`src/rtl/branch_predictor_pkg.sv`:
```
// Shared types for the branch predictor: counter encodings, default table size and
// the record carried through the F->D and D->E pipeline registers.
package branch_predictor_pkg;

    typedef enum logic [1:0] {
        SNT = 2'd0,
        WNT = 2'd1,
        WT  = 2'd2,
        ST  = 2'd3
    } ctr_e;

    localparam int DEFAULT_IDX_BITS = 4;

    typedef struct packed {
        logic        pred_taken;
        logic [31:0] pred_target;
        logic [31:0] pc;
    } pipe_rec_t;

endpackage

```
`src/rtl/branch_predictor_if.sv`:
```
// Fetch-side lookup and execute-side resolution signals of the branch predictor.
// The pipeline/hazard logic is the master; the predictor is the slave.
interface branch_predictor_if;
    logic [31:0] PCF;
    logic        StallF;
    logic        StallD;
    logic        FlushD;
    logic        FlushE;
    logic        BranchE;
    logic        BranchTakenE;
    logic [31:0] BranchTargetE;
    logic        PredTakenF;
    logic [31:0] PredTargetF;
    logic        MispredictE;
    logic [31:0] CorrectPCE;

    modport master (
        output PCF, StallF, StallD, FlushD, FlushE, BranchE, BranchTakenE, BranchTargetE,
        input  PredTakenF, PredTargetF, MispredictE, CorrectPCE
    );

    modport slave (
        input  PCF, StallF, StallD, FlushD, FlushE, BranchE, BranchTakenE, BranchTargetE,
        output PredTakenF, PredTargetF, MispredictE, CorrectPCE
    );
endinterface

```
`src/rtl/bp_sat_counter.sv`:
```
// Next-state logic of a 2-bit saturating direction counter.
module bp_sat_counter
    import branch_predictor_pkg::*;
(
    input  ctr_e ctr_i,
    input  logic taken_i,
    output ctr_e ctr_o
);

    always_comb begin
        ctr_o = ctr_i;
        if (taken_i) begin
            if (ctr_i != ST) ctr_o = ctr_e'(ctr_i + 2'd1);
        end else begin
            if (ctr_i != SNT) ctr_o = ctr_e'(ctr_i - 2'd1);
        end
    end

endmodule

```
`src/rtl/branch_predictor.sv`:
```
// Direct-mapped BTB with 2-bit counters, prediction pipeline F->D->E and mispredict
// detection. Define BP_STATS_EN to add BranchCount/MispredCount statistics outputs.
module branch_predictor
    import branch_predictor_pkg::*;
#(
    parameter int IDX_BITS = DEFAULT_IDX_BITS
) (
    input  logic                     clk,
    input  logic                     reset,
    branch_predictor_if.slave        bp
`ifdef BP_STATS_EN
    ,
    output logic [15:0]              BranchCount,
    output logic [15:0]              MispredCount
`endif
);

    localparam int ENTRIES = 1 << IDX_BITS;
    localparam int TAG_W   = 30 - IDX_BITS;

    logic              valid_q  [ENTRIES];
    logic              valid_d  [ENTRIES];
    logic [TAG_W-1:0]  tag_q    [ENTRIES];
    logic [TAG_W-1:0]  tag_d    [ENTRIES];
    logic [31:0]       target_q [ENTRIES];
    logic [31:0]       target_d [ENTRIES];
    ctr_e              ctr_q    [ENTRIES];
    ctr_e              ctr_d    [ENTRIES];

    pipe_rec_t fd_q, fd_d, de_q, de_d;

    logic [IDX_BITS-1:0] f_idx, e_idx;
    logic [TAG_W-1:0]    f_tag, e_tag;
    logic                f_hit, e_hit;
    logic                pred_taken;
    logic [31:0]         pred_target;
    logic                mispredict;
    ctr_e                ctr_upd;

    assign f_idx = bp.PCF[IDX_BITS+1:2];
    assign f_tag = bp.PCF[31:IDX_BITS+2];
    assign e_idx = de_q.pc[IDX_BITS+1:2];
    assign e_tag = de_q.pc[31:IDX_BITS+2];

    // Outputs are forced to their idle values while reset is asserted, not just after it.
    always_comb begin
        f_hit       = valid_q[f_idx] && (tag_q[f_idx] == f_tag);
        pred_taken  = reset && f_hit && ctr_q[f_idx][1];
        pred_target = pred_taken ? target_q[f_idx] : bp.PCF + 32'd4;
        e_hit       = valid_q[e_idx] && (tag_q[e_idx] == e_tag);
        mispredict  = reset && bp.BranchE &&
                      ((bp.BranchTakenE != de_q.pred_taken) ||
                       (bp.BranchTakenE && (de_q.pred_target != bp.BranchTargetE)));
    end

    assign bp.PredTakenF  = pred_taken;
    assign bp.PredTargetF = pred_target;
    assign bp.MispredictE = mispredict;
    assign bp.CorrectPCE  = !reset ? 32'd4 :
                            (bp.BranchTakenE ? bp.BranchTargetE : de_q.pc + 32'd4);

    bp_sat_counter u_sat_counter (
        .ctr_i   (ctr_q[e_idx]),
        .taken_i (bp.BranchTakenE),
        .ctr_o   (ctr_upd)
    );

    // Flush beats stall on the decode register.
    always_comb begin
        fd_d = fd_q;
        if (bp.FlushD) begin
            fd_d = '0;
        end else if (!bp.StallD) begin
            fd_d = '{pred_taken: pred_taken, pred_target: pred_target, pc: bp.PCF};
        end
        de_d = bp.FlushE ? '0 : fd_q;
    end

    always_comb begin
        for (int i = 0; i < ENTRIES; i++) begin
            valid_d[i]  = valid_q[i];
            tag_d[i]    = tag_q[i];
            target_d[i] = target_q[i];
            ctr_d[i]    = ctr_q[i];
        end
        if (bp.BranchE) begin
            if (e_hit) begin
                ctr_d[e_idx] = ctr_upd;
                if (bp.BranchTakenE) target_d[e_idx] = bp.BranchTargetE;
            end else if (bp.BranchTakenE) begin
                valid_d[e_idx]  = 1'b1;
                tag_d[e_idx]    = e_tag;
                target_d[e_idx] = bp.BranchTargetE;
                ctr_d[e_idx]    = WT;
            end
        end
    end

    always_ff @(posedge clk) begin
        if (!reset) begin
            for (int i = 0; i < ENTRIES; i++) begin
                valid_q[i]  <= 1'b0;
                tag_q[i]    <= '0;
                target_q[i] <= '0;
                ctr_q[i]    <= WNT;
            end
            fd_q <= '0;
            de_q <= '0;
        end else begin
            for (int i = 0; i < ENTRIES; i++) begin
                valid_q[i]  <= valid_d[i];
                tag_q[i]    <= tag_d[i];
                target_q[i] <= target_d[i];
                ctr_q[i]    <= ctr_d[i];
            end
            fd_q <= fd_d;
            de_q <= de_d;
        end
    end

`ifdef BP_STATS_EN
    logic [15:0] branch_cnt_q, branch_cnt_d;
    logic [15:0] mispred_cnt_q, mispred_cnt_d;

    always_comb begin
        branch_cnt_d  = branch_cnt_q;
        mispred_cnt_d = mispred_cnt_q;
        if (bp.BranchE && (branch_cnt_q != 16'hFFFF)) branch_cnt_d = branch_cnt_q + 16'd1;
        if (mispredict && (mispred_cnt_q != 16'hFFFF)) mispred_cnt_d = mispred_cnt_q + 16'd1;
    end

    always_ff @(posedge clk) begin
        if (!reset) begin
            branch_cnt_q  <= '0;
            mispred_cnt_q <= '0;
        end else begin
            branch_cnt_q  <= branch_cnt_d;
            mispred_cnt_q <= mispred_cnt_d;
        end
    end

    assign BranchCount  = branch_cnt_q;
    assign MispredCount = mispred_cnt_q;
`endif

endmodule

```
`src/flat_wrapper.sv`:
```
// flat-port wrapper written by rule: the top's interface ports become plain ports
module branch_predictor_flat import branch_predictor_pkg::*;
#(
    parameter int IDX_BITS = DEFAULT_IDX_BITS
)
  (clk, reset, bp_PCF, bp_StallF, bp_StallD, bp_FlushD, bp_FlushE, bp_BranchE, bp_BranchTakenE, bp_BranchTargetE, bp_PredTakenF, bp_PredTargetF, bp_MispredictE, bp_CorrectPCE);
  branch_predictor_if bp_i ();
  input  logic clk;
  input  logic reset;
  input wire logic [$bits(bp_i.PCF)-1:0] bp_PCF;
  input wire logic [$bits(bp_i.StallF)-1:0] bp_StallF;
  input wire logic [$bits(bp_i.StallD)-1:0] bp_StallD;
  input wire logic [$bits(bp_i.FlushD)-1:0] bp_FlushD;
  input wire logic [$bits(bp_i.FlushE)-1:0] bp_FlushE;
  input wire logic [$bits(bp_i.BranchE)-1:0] bp_BranchE;
  input wire logic [$bits(bp_i.BranchTakenE)-1:0] bp_BranchTakenE;
  input wire logic [$bits(bp_i.BranchTargetE)-1:0] bp_BranchTargetE;
  output wire logic [$bits(bp_i.PredTakenF)-1:0] bp_PredTakenF;
  output wire logic [$bits(bp_i.PredTargetF)-1:0] bp_PredTargetF;
  output wire logic [$bits(bp_i.MispredictE)-1:0] bp_MispredictE;
  output wire logic [$bits(bp_i.CorrectPCE)-1:0] bp_CorrectPCE;
  assign bp_i.PCF = bp_PCF;
  assign bp_i.StallF = bp_StallF;
  assign bp_i.StallD = bp_StallD;
  assign bp_i.FlushD = bp_FlushD;
  assign bp_i.FlushE = bp_FlushE;
  assign bp_i.BranchE = bp_BranchE;
  assign bp_i.BranchTakenE = bp_BranchTakenE;
  assign bp_i.BranchTargetE = bp_BranchTargetE;
  assign bp_PredTakenF = bp_i.PredTakenF;
  assign bp_PredTargetF = bp_i.PredTargetF;
  assign bp_MispredictE = bp_i.MispredictE;
  assign bp_CorrectPCE = bp_i.CorrectPCE;
  branch_predictor #(.IDX_BITS(IDX_BITS)) u_core (.clk(clk), .reset(reset), .bp(bp_i));
endmodule
```
`config.mk`:
```
export PLATFORM = sky130hd
export DESIGN_NAME = branch_predictor_flat
export DESIGN_NICKNAME = d
export VERILOG_FILES = /design/src/rtl/branch_predictor_pkg.sv /design/src/rtl/branch_predictor_if.sv /design/src/rtl/bp_sat_counter.sv /design/src/rtl/branch_predictor.sv /design/src/flat_wrapper.sv
export SDC_FILE = /design/constraint.sdc
export NUM_CORES = 2
export LEC_CHECK = 0
export ABC_AREA = 1
export CAP_MARGIN = 20
export CORE_ASPECT_RATIO = 1.1
export CORE_MARGIN = 2
export CORE_UTILIZATION = 66
export CTS_BUF_LIST = sky130_fd_sc_hd__clkbuf_8
export DETAILED_ROUTE_END_ITERATION = 7
export DONT_BUFFER_PORTS = 1
export PLACE_DENSITY_LB_ADDON = 0.25
export SLEW_MARGIN = 15
export SYNTH_ARGS = -nofsm -noshare
export SYNTH_HDL_FRONTEND = slang
export SYNTH_HIERARCHICAL = 1
export SYNTH_SLANG_ARGS = --single-unit
```
`constraint.sdc`:
```
create_clock -name clk -period 4.1 [get_ports clk]
set_input_delay 0.82 -clock clk [delete_from_list [all_inputs] [get_ports clk]]
set_output_delay 0.82 -clock clk [all_outputs]
set_load 0.02 [all_outputs]
```
==> summary.md <==
| Metric | Value |
|---|---|
| Status | finished, violations left |
| Failing checks | slew limit, setup timing |
| Row Count | about 110 |
| Final setup violation count | 72 |
| Synthesized area | 55550 sq um |
| Post-layout min period | around 6.4 ns |
| GRT Resource Usage Total | 0.4856 |
| Hold Fails Final Rpt | 0 |
| Syn Inst Count | roughly 8500 |
| Nets | 8343 |
| DRC violations left | 0 |
| Slowest-stage cell, CP | o211ai_1 |
| Top delay family on crit path | compound AO/OA/AOI/OAI gates |
| Post-synth ARST share | 0 |
| Largest net degree at the start of global routing | between 800 and 900 |
| CTS tree | done |
| Slew headroom | -1.258 |
| Max Cap Viol | 0 |
| Layout cells sized above 1 | 0.08939 |
| DR iter-0 viols | 10032 |
| First-pass GRT wire length | around 320000 microns |
| IO Pins | around 140 |
| Unique masters post-synth | 42 |
| Die width | 280.6 microns |
| Internal power | between 15000 and 20000 uW |
| Total number of vias | just over 60000 |
| Grt ovf | 0 |
| Die area | about 87000 sq um |
| Layout Utilization | 0.7353 |
| Worst Max-Slew Pin Slew | 3.388 ns |
| CP arrival | ~5.6 ns |
| Post-Syn Nets | between 8000 and 9000 |
| Unrepaired setup endpoints after global routing | true |
| Clk network pwr share | 0.424 |
| Clock slew at reported path FFs | about 0.060 ns |
| HP Class | primary input to flop |
| Synthesized area per cell | roughly 6.5 sq um |
| Initial Utilization | 0.6666 |
| Crit. End Element | output pin |
| Crit-path cells | o211ai_1 -> nand3_2 -> nand3_2 -> buf_4 -> nand2_1 -> nand2_1 -> inv_1 -> nor2_1 -> nand2_1 -> nor2_2 -> nand2_2 -> buf_4 -> nor2_4 -> buf_12 -> clkbuf_16 -> nand2_1 -> nand2_1 -> buf_4 |
| Fmax | between 150 and 200 MHz |
| WP data required | 3.28 ns |
| Maximum buffer depth of the clock tree | 3 |
| Clk_skew | ~0.037 ns |
| Comb pwr share | 0.096 |
| Sw Ratio | 0.2707 |
| Crit-path max cell delay | 1.18 ns |
| Wire length per cell | between 20 and 25 microns |
| Fin crit share | 1.564 |
| Worst Path Buf+Inv | 6 |
| H-tree level count | 4 |
| Max Fanout on Critical Path | between 500 and 600 |
| Min setup slack post-route | -2.310 ns |
| Sequential share of the synthesized area | 0.4002 |
| WL final | around 220000 microns |
| CP Class | primary input to output pin |
| Initial antenna violation count | 10 |
| Main synth FF type | dfxtp_1 |
| Startpoint Class | primary input |
| Num CTS Buffers | between 150 and 200 |
| Leak Pwr | approximately 0.026 uW |
| Ys Warns | 6 |
| Buffers on Ports | 0 |
| Max VDD drop | 332.2 uV |
| Routability Congestion | 1.013 |
| Final HPWL DP | 128200 microns |
| Core Footprint | roughly 83000 sq um |
| Clock Latency Late Sink | a little under 0.9 ns |
| Flop pwr share | 0.480 |
| CTS Sinks | roughly 1100 |
| Vias/cell | 6.404 |
| Final Max Slew Viols | a little under 1000 |
| P per Cell Area | about 370 nW/um^2 |
| Clk root buf | clkbuf_8 |
| Routed Antenna Nets | 0 |
| Hold WS | around 0.045 ns |
| #FFs+latches synth | around 1100 |
| Vias in the first global route | about 55000 |
| Switching Power | slightly above 6000 uW |
| Area Overhead vs Synth | 10.30% |
| Worst path most repeated cell | nand2_1 |
| Die Height | slightly above 300 microns |
| Pre-antenna DRT Iters | 8 |
| Number of synthesized flops with an enable pin | 9 |
final timing paths:
kind                           startpoint                               end  slack [ns]  depth (start not counted)
max                             bp_PCF[2]                bp_PredTargetF[31]       -2.31                         18
min                             bp_StallD      u_core/fd_q[20]$_SDFFE_PP0N_        0.04                          1
max reg2reg     u_core/de_q[2]$_SDFF_PP0_  u_core/tag_q[14][2]$_SDFFE_PN0P_           0                         21
min reg2reg  u_core/fd_q[26]$_SDFFE_PP0N_        u_core/de_q[26]$_SDFF_PP0_        0.41                          2
layout make-up:
class / count / area, sq um
repair inverters: 1 / 16.27
multi-input cells: 5936 / 27930
flip-flops and latches: 1106 / 22250
clock buffers: 227 / 3124
well taps: 1073 / 1343
fillers: 6800 / 22060
inverters: 696 / 2666
repair buffers: 346 / 3498
diodes: 2 / 5.005
clock inverters: 89 / 444.2
cells by family (layout without fill, tap and decap cells):
family | after synthesis | in the layout | share of synthesized area
AO/OA/AOI/OAI | 2483 | 2483 | 0.2328
AND/OR/NAND/NOR | 3382 | 3382 | 0.2495
flip-flops | 1106 | 1106 | 0.4002
buffers and inverters | 1446 | 1359 | 0.1060
other | 0 | 2 | 0
XOR/XNOR | 66 | 66 | 0.01041
adder cells (fa/ha/maj) | 5 | 5 | 0.001126
flip-flops by register name, summed over array words and instances (netlist names):
register and count:
u_core/de_q 65, u_core/tag_q 416, u_core/valid_q 16, u_core/ctr_q 32
u_core/fd_q 65, u_core/target_q 512
placed cells by master, fill, tap and decap left out, types with 8 or more instances in the layout:
| cell | instances |
|---|---|
| nand3_1 | 509 |
| a21oi_1 | 815 |
| inv_2 | 20 |
| clkbuf_8 | 227 |
| dfxtp_1 | 1093 |
| nor2_4 | 21 |
| o221ai_1 | 27 |
| inv_1 | 724 |
| a21oi_2 | 9 |
| nor2_1 | 1170 |
| nor4_1 | 8 |
| o21ai_0 | 1361 |
| a221oi_1 | 8 |
| xor2_1 | 59 |
| o22ai_1 | 81 |
| buf_4 | 269 |
| nor3_1 | 252 |
| nand3_2 | 13 |
| nand2_1 | 1327 |
| o21ai_1 | 66 |
| buf_6 | 10 |
| nand2_2 | 27 |
| nor2_2 | 17 |
| nand4_1 | 15 |
| buf_12 | 61 |
| clkinv_2 | 14 |
| o211ai_1 | 95 |
| edfxtp_1 | 9 |
metal layers:
| metal | share of wire | vias up | track usage |
|---|---|---|---|
| met1 | 0.34 | 27460 | 0.5657 |
| met5 | 0.00042 | - | 0 |
| met4 | 0.12 | 14 | 0.4879 |
| met3 | 0.13 | 1154 | 0.1254 |
| met2 | 0.41 | 4583 | 0.7118 |
| li1 | - | 27473 | - |
per-stage QoR:
| step | area (sq um) | total power [uW] | setup WS [ns] | TNS (ns) | std cells |
|---|---|---|---|---|---|
| finish | 61270 | 22720 | -2.310 | -92.32 | 9476 |
| detailed placement | 56830 | 13120 | -0.02557 | -0.06451 | 9123 |
| floorplan | 55550 | 12590 | 0.4443 | 0 | 8488 |
| global placement | 56830 | 13090 | -0.01220 | -0.01834 | 9123 |
| CTS | 60800 | 22510 | -0.04181 | -0.08444 | 9464 |
| global route | 61270 | 23260 | -0.8707 | -29.33 | 9475 |
repair_timing:
item                                    CTS  global route
cloned                                    1             5
endpoints found under the hold margin     2             0
hold buffers                              1             0
buffers inserted                         23             5
endpoints found under the setup margin   48           162
pin swaps                                18            28
gates resized for setup                  57            83
synthesized netlist by cell type, types with 7 or more instances:
cell | count | share of area
o21ai_0 | 1379 | 0.12
nand2_1 | 1352 | 0.091
nor2_1 | 1192 | 0.081
dfxtp_1 | 1097 | 0.40
a21oi_1 | 826 | 0.074
inv_1 | 679 | 0.046
nand3_1 | 525 | 0.047
clkbuf_1 | 495 | 0.033
nor3_1 | 254 | 0.023
buf_2 | 145 | 0.013
o211ai_1 | 95 | 0.013
o22ai_1 | 81 | 0.0091
xor2_1 | 62 | 0.0098
o21ai_1 | 53 | 0.0048
buf_1 | 52 | 0.0035
buf_4 | 42 | 0.0057
o221ai_1 | 28 | 0.0044
buf_6 | 16 | 0.0032
nand4_1 | 15 | 0.0017
nor2_2 | 12 | 0.0014
clkinv_1 | 11 | 0.00074
edfxtp_1 | 9 | 0.0049
a221oi_1 | 8 | 0.0013
nor4_1 | 8 | 0.00090
nand2_2 | 7 | 0.00079
power groups by stage:
stage          Combinational [uW]  Sequential [uW]  Clock [uW]
2_1_floorplan                1470            11100           0
3_3_place_gp                 1950            11100           0
3_5_place_dp                 1970            11100           0
4_1_cts                      2000            10900        9610
5_1_grt                      2260            10900       10100
6_report                     2170            10900        9640
(Power assumes the default switching activity.)
